==> config.mk <==
export PLATFORM = sky130hd
export DESIGN_NAME = reaction_ctrl
export DESIGN_NICKNAME = d
export VERILOG_FILES = /design/src/rtl/reaction_pkg.sv /design/src/rtl/btn_edge.sv /design/src/rtl/reaction_ctrl.sv
export SDC_FILE = /design/constraint.sdc
export NUM_CORES = 1
export LEC_CHECK = 0
export CAP_MARGIN = 30
export CORE_ASPECT_RATIO = 1.2
export CORE_MARGIN = 3
export CORE_UTILIZATION = 61
export CTS_BUF_LIST = sky130_fd_sc_hd__clkbuf_8
export CTS_CLUSTER_DIAMETER = 200
export CTS_CLUSTER_SIZE = 25
export DETAILED_ROUTE_END_ITERATION = 10
export PLACE_DENSITY = 0.92
export SETUP_SLACK_MARGIN = 0.1
export SLEW_MARGIN = 25
export SYNTH_ARGS = -nofsm -noshare
export SYNTH_HDL_FRONTEND = slang
export SYNTH_HIERARCHICAL = 1
export SYNTH_SLANG_ARGS = --single-unit
==> constraint.sdc <==
create_clock -name clk -period 4.4 [get_ports clk]
set_clock_uncertainty 0.05 [all_clocks]
set_input_delay 0.66 -clock clk [delete_from_list [all_inputs] [get_ports clk]]
set_output_delay 0.66 -clock clk [all_outputs]
set_load 0.01 [all_outputs]
==> src/rtl/reaction_pkg.sv <==
// Shared definitions for the reaction-timer sequencer: state encodings and
// default sizing for the millisecond counter and the GO-phase limit.
package reaction_pkg;

  localparam int CNT_W_DEF      = 10;
  localparam int TIMEOUT_MS_DEF = 999;

  typedef enum logic [2:0] {
    ST_IDLE = 3'd0,
    ST_ARM  = 3'd1,
    ST_WAIT = 3'd2,
    ST_GO   = 3'd3,
    ST_DONE = 3'd4,
    ST_FOUL = 3'd5
  } state_t;

endpackage

==> src/rtl/btn_edge.sv <==
// 1-bit rising-edge detector. The previous level is registered; a press is
// reported while the level is high and the previous level was low, so a held
// button yields exactly one press.
module btn_edge (
  input  logic clk,
  input  logic reset,
  input  logic btn,
  output logic press
);

  logic prev;

  // remember last sampled level; cleared by reset so a button held through reset yields one press
  always_ff @(posedge clk) begin
    if (!reset) prev <= 1'b0;
    else        prev <= btn;
  end

  assign press = btn & ~prev;

endmodule

==> src/rtl/reaction_ctrl.sv <==
// Reaction-timer game sequencer. Drives load_rand into the random-delay
// generator, waits for its go LED and times the player's response in ms.
// Optional feature macro: BEST_TIME_EN adds the best_ms output/register.
module reaction_ctrl
  import reaction_pkg::*;
#(
  parameter int CNT_W      = CNT_W_DEF,
  parameter int TIMEOUT_MS = TIMEOUT_MS_DEF
) (
  input  logic             clk,
  input  logic             reset,
  input  logic             start_btn,
  input  logic             react_btn,
  input  logic             tick_ms,
  input  logic             go_led,
  output logic             load_rand,
  output logic             busy,
  output logic [CNT_W-1:0] result_ms,
  output logic             result_valid,
  output logic             foul,
  output logic             timeout
`ifdef BEST_TIME_EN
  ,output logic [CNT_W-1:0] best_ms
`endif
);

  localparam logic [CNT_W-1:0] TMO = CNT_W'(TIMEOUT_MS);

  state_t           state;
  logic [CNT_W-1:0] ms_cnt;
  logic [1:0]       btn_lvl, btn_press;
  logic             start_p, react_p, arm_req;

  // bit 0 = start, bit 1 = react
  assign btn_lvl = {react_btn, start_btn};

  btn_edge u_edge [1:0] (
    .clk   (clk),
    .reset (reset),
    .btn   (btn_lvl),
    .press (btn_press)
  );

  assign start_p = btn_press[0];
  assign react_p = btn_press[1];

  // a start press (re)arms from every state except ARM itself; it beats react
  assign arm_req = start_p && (state != ST_ARM);

  // round sequencer with registered outputs; ms_cnt only advances in GO and saturates at TMO
  always_ff @(posedge clk) begin
    if (!reset) begin
      state        <= ST_IDLE;
      load_rand    <= 1'b1;
      busy         <= 1'b0;
      result_ms    <= '0;
      result_valid <= 1'b0;
      foul         <= 1'b0;
      timeout      <= 1'b0;
      ms_cnt       <= '0;
    end else if (arm_req) begin
      state        <= ST_ARM;
      load_rand    <= 1'b1;
      busy         <= 1'b1;
      result_ms    <= '0;
      result_valid <= 1'b0;
      foul         <= 1'b0;
      timeout      <= 1'b0;
    end else begin
      case (state)
        ST_ARM: begin
          state     <= ST_WAIT;
          load_rand <= 1'b0;
        end
        ST_WAIT: begin
          if (react_p) begin
            state     <= ST_FOUL;
            load_rand <= 1'b1;
            busy      <= 1'b0;
            foul      <= 1'b1;
            result_ms <= '0;
          end else if (go_led) begin
            state  <= ST_GO;
            ms_cnt <= '0;
          end
        end
        ST_GO: begin
          if (react_p) begin
            // a tick arriving with the press is deliberately not counted
            state        <= ST_DONE;
            result_ms    <= ms_cnt;
            result_valid <= 1'b1;
            busy         <= 1'b0;
            load_rand    <= 1'b1;
          end else if (ms_cnt == TMO) begin
            state        <= ST_DONE;
            timeout      <= 1'b1;
            result_ms    <= TMO;
            result_valid <= 1'b1;
            busy         <= 1'b0;
            load_rand    <= 1'b1;
          end else if (tick_ms) begin
            ms_cnt <= ms_cnt + 1'b1;
          end
        end
        ST_IDLE, ST_DONE, ST_FOUL: ;
        default: begin
          state     <= ST_IDLE;
          load_rand <= 1'b1;
          busy      <= 1'b0;
        end
      endcase
    end
  end

`ifdef BEST_TIME_EN
  // track the fastest valid reaction; lands one clk after DONE is entered
  always_ff @(posedge clk) begin
    if (!reset)
      best_ms <= '1;
    else if (state == ST_DONE && !timeout && result_ms < best_ms)
      best_ms <= result_ms;
  end
`endif

endmodule

# Yosys cells after proc, flatten, opt, wreduce, memory -nomap -nowiden
# Index checks and enable logic that the tools add are counted.
# classes
addsub	1
n_eq_ne	20
muxes	25
bitwise_logic	8
reduce_logical	16
# op_table
operator	n
2-to-1 mux 10 bit	8
one-hot mux 10 bit (2 select lines)	2
AND reduction 3 bit	6
inequality test 2 bit (second input constant)	7
2-to-1 mux 3 bit	4
one-hot mux 3 bit (4 select lines)	1
adder 10 x 1 -> 10 bit (second input constant)	1
equality test 10 bit (second input constant)	1
inequality test 3 bit (second input constant)	3
2-to-1 mux 1 bit	8
inequality test 4 bit (second input constant)	2
AND reduction 7 bit	1
equality test 3 x 2 -> 1 bit (second input constant)	2
equality test 3 bit (second input constant)	2
NOT 1 bit	6
one-hot mux 1 bit (4 select lines)	1
AND reduction 2 bit	2
nonzero test 2 bit	2
OR reduction 4 bit	1
equality test 3 x 1 -> 1 bit (second input constant)	1
logical NOT 3 bit	1
inequality test 3 x 1 -> 1 bit (second input constant)	1
one-hot mux 1 bit (3 select lines)	1
OR reduction 3 bit	1
other kinds (4)	5
# totals
reg_bits	30
inputBits	6
output_inout_bits	15
word_cells	81

# Logic depth before layout (Yosys ltp)
# depth
ltp_word	5
depth_mapped	6
mapped_depth_nobuf	5

# Hierarchy
# The synthesis kept the hierarchy.
# modules_own_cells
module	n_inst	cells_per_inst	area_each_um2	seq_area_each_um2
reaction_ctrl	1	174	1514.0	560.5
btn_edge	2	3	40.0	20.0

# Least setup slack after synthesis
# OpenSTA, ideal clock, no wires.
# synth_timing
path_kind	input -> register
from	input port start_btn
to	register ms_cnt[0]
setup_ps	124
t_arrival_ps	1830
required_ps	4226
slack_ps	2396
cell_stages	6
path_buffers	2
path_cell_list	nor2b_4 clkbuf_1 or4_1 buf_6 a31oi_4 o22ai_1
# synth_via
elab_chain_len	4
# synth_rtl
element	line_no	source
start, declared	reaction_ctrl.sv:12	input logic start_btn,
bitwise AND 1 bit	btn_edge.sv:19	assign press = btn & ~prev;
logical AND 1 bit	reaction_ctrl.sv:48	assign arm_req = start_p && (state != ST_ARM);
NOT 1 bit (no line)	-	
AND reduction 7 bit (no line)	-	
end signal, assigned	reaction_ctrl.sv:103	ms_cnt <= ms_cnt + 1'b1;
end, declared	reaction_ctrl.sv:30	logic [CNT_W-1:0] ms_cnt;
# Every way passes these cells.
# A chain may end at the register's enable or synchronous reset.

# Worst setup path after layout
# layout_timing
from	input port react_btn
to	register ms_cnt[1]
# layout_via
elab_chain_len	3
word_cells_on_any_way	4
cone_classes	2 x eq/ne; 1 x bitwise; 1 x reduce/logical
# layout_rtl
element	line_no	source
start, declared	reaction_ctrl.sv:13	input logic react_btn,
bitwise AND 1 bit *	btn_edge.sv:19	
via react_p	reaction_ctrl.sv:32	logic start_p, react_p, arm_req;
inequality test 2 bit (no line)	-	
AND reduction 7 bit (no line) *	-	
# Mark *: on every way through the listed nets, which the timed path passes. The rest lies on a longest branch.

==> metrics.cfg <==
[outcome]
status = completed

[synthesis]
synth_top_family_by_area = compound AO/OA/AOI/OAI gates
synthMuxAreaShare = 0.01256
synthCells = 180
synth_area_um2 = 1594
synthFlopType = dfxtp_1
async_flop_share = 0
avgSynthCellArea_um2 = 8.856
synth_edf_count = 0
ys_ff_latch = 30
synth_xor_area_frac = 0
ys_warn_count = 6
synth_simple_gate_area_frac = 0.2457
synthAdderAreaFrac = 0.007849
synth.yosys.seq_area_share = 0.3768
synth-compound-area-share = 0.2700
ys_types = 53
synth_fp_nets = 187

[sta]
setup_viol = 0
worst_slew_pin_slew_ns = 0.7713
drv_slew = 0
rsz0062_at_grt = no
min_period_over_period = 0.5059
tns_ns = 0
hold_viol_final = 0
fmax_mhz = 449.2
post-route-min-period_ns = 2.226
slew_headroom = 0.4790

[global_route]
grt_max_degree = 19
grt_pass1_wl_mm = 6.223
grt_usage = 0.2646
antenna_found_initial = 0
globalRoute.totalOverflow = 0
first_global_vias = 1291

[route]
drt-met1-wl_mm = 1.567
drt-initial-drc-count = 69
met2_length_mm = 1.794
finalWirelength_mm = 3.750
drc = 0
num_vias = 1476
detail_route.wl_per_cell_um = 17.05
antenna_left = 0
met3_length_um = 307
dr.max_layer_used = met4
first_pass_iters = 4
viasPerCell = 6.709

[worst_setup_path]
cp-end-kind = flip-flop
rrSetupSlack_ns = 2.21
worstPathRequired_ns = 4.52
cp.arrival_ns = 2.35
criticalPathCategory = input port to flip-flop
cp-start-kind = input port
cp_max_fo = 15

[pwr]
p_leak_nw = 0.6008
power_density_nw_per_um2 = 306.9
ir_drop_v = 0.0002950
power_mw = 0.5548

[clock_tree]
cts_buffers = 5
htree_levels = 2
hold_buffers = 0
cts_sinks = 30
insertion_delay_ns = 0.29
path_clk_slew_ns = 0.06
cts_tree = built
ctsRootBufferMaster = clkbuf_8
ctsResizeCount = 0
cts_buffer_depth = 2
postCtsSetupBuffers = 0

[floorplan]
rows = 19
die_x_um = 52.67
die_h_um = 62
coreArea_um2 = 2377
start_util = 0.6705
die_area_um2 = 3265
io_pins = 21

[cells_and_area]
final_core_util = 0.7605
multi_input_area_um2 = 854.6
antenna_cells = 0
seq_area_um2 = 600.6
area_growth_pct = 13.42
fillerInstances = 170
drive_gt1_frac = 0.09524
final_nets = 195
design_area_um2 = 1808

[place]
gp_congestion = 0.8789
io_buffers = 20
dp_hpwl_mm = 2.597
postPlaceCellArea_um2 = 1717

[min_path]
hp-class = flip-flop to flip-flop

[run]
max_cap_violations = 0

worst max-delay path: stages:
cell             delay [ns]
clkdlybuf4s50_1        0.42
nor2b_4                0.19
or4_1                  0.73
a31oi_4                0.23
o22ai_1                0.11
cells in the mapped netlist (2+ instances only):
| cell type | instances | area (um^2) |
|---|---|---|
| and2_1 | 2 | 12.51 |
| dfxtp_1 | 30 | 600.6 |
| mux2i_1 | 2 | 20.02 |
| a41oi_1 | 2 | 17.52 |
| nor2b_1 | 2 | 12.51 |
| o21ai_0 | 13 | 65.06 |
| a21oi_1 | 20 | 100.1 |
| buf_2 | 6 | 30.03 |
| nand3_1 | 9 | 45.04 |
| inv_1 | 5 | 18.77 |
| nor2_1 | 5 | 18.77 |
| and3_1 | 4 | 25.02 |
| clkbuf_1 | 5 | 18.77 |
| nand4_1 | 3 | 18.77 |
| o21ai_1 | 2 | 10.01 |
| o22ai_1 | 3 | 18.77 |
| o2111ai_1 | 9 | 78.83 |
| nand2_1 | 10 | 37.54 |
| o311ai_1 | 2 | 17.52 |
| a31oi_1 | 2 | 12.51 |
| nor2b_4 | 2 | 27.53 |
| buf_4 | 6 | 45.04 |
| nand2b_1 | 2 | 12.51 |
| buf_6 | 2 | 22.52 |
| nor3_1 | 4 | 20.02 |
stage by stage:
step / std cells / setup slack [ns] / hold slack, ns
CTS: 220 / 2.182 / 0.3954
floorplan: 180 / 2.396 / 0.4108
finish: 220 / 2.174 / 0.3949
global placement: 212 / 1.955 / 0.3872
detailed placement: 212 / 1.885 / 0.3864
global route: 220 / 2.122 / 0.4177
report_power, final:
| part | total, mW | internal [mW] | leakage (nW) | switching [mW] |
|---|---|---|---|---|
| registers | 0.283 | 0.276 | 0.243 | 0.00686 |
| logic | 0.0475 | 0.0189 | 0.306 | 0.0286 |
| clock network | 0.225 | 0.123 | 0.0524 | 0.101 |
| total | 0.555 | 0.418 | 0.601 | 0.136 |
kinds of logic (layout without fill, tap and decap cells):
group | count (synthesis) | after routing
fa+ha+maj | 1 | 1
mux | 2 | 2
buf+inv | 25 | 34
simple gates | 58 | 58
compound gates | 64 | 64
flops | 30 | 30
sequential cells by signal, indices dropped and copies added (netlist names):
| register | count |
|---|---|
| busy | 1 |
| foul | 1 |
| load_rand | 1 |
| ms_cnt | 10 |
| result_ms | 10 |
| result_valid | 1 |
| state | 3 |
| timeout | 1 |
| u_edge/prev | 2 |
routing by layer:
layer	vias up	global-route usage
met4	0	0.1131
met3	11	0.09069
li1	694	-
met1	689	0.3319
met2	82	0.4149
met5	-	0
final timing paths:
check,endpoint,start,cells past startpoint
min reg2reg,timeout,timeout,2
max reg2reg,ms_cnt[1],state[1],4
max,ms_cnt[1],react_btn,5
min,timeout,timeout,2
cell type report:
type                       count  area share
multi-input combinational    125      0.4727
clock buffer                   6     0.04567
sequential                    30      0.3322
tap                           31     0.02145
clock inverter                 2    0.004844
timing repair buffer          20      0.1107
inverter                       6     0.01246
placed cells by master (no fill, tap or decap), drive strengths merged, types with 2 or more instances in the layout:
cell / instances
dfxtp: 30
a21oi: 20
clkdlybuf4s50: 20
o21ai: 15
nand3: 11
nand2: 10
o2111ai: 9
inv: 6
clkbuf: 6
nor2: 6
nor3: 4
and3: 4
nor2b: 4
nand4: 3
o22ai: 3
a31oi: 3
o311ai: 3
and2: 3
nand2b: 2
a41oi: 2
mux2i: 2
clkinv: 2
nor4b: 2
o211ai: 2
Power figures use the tool's default switching activity.
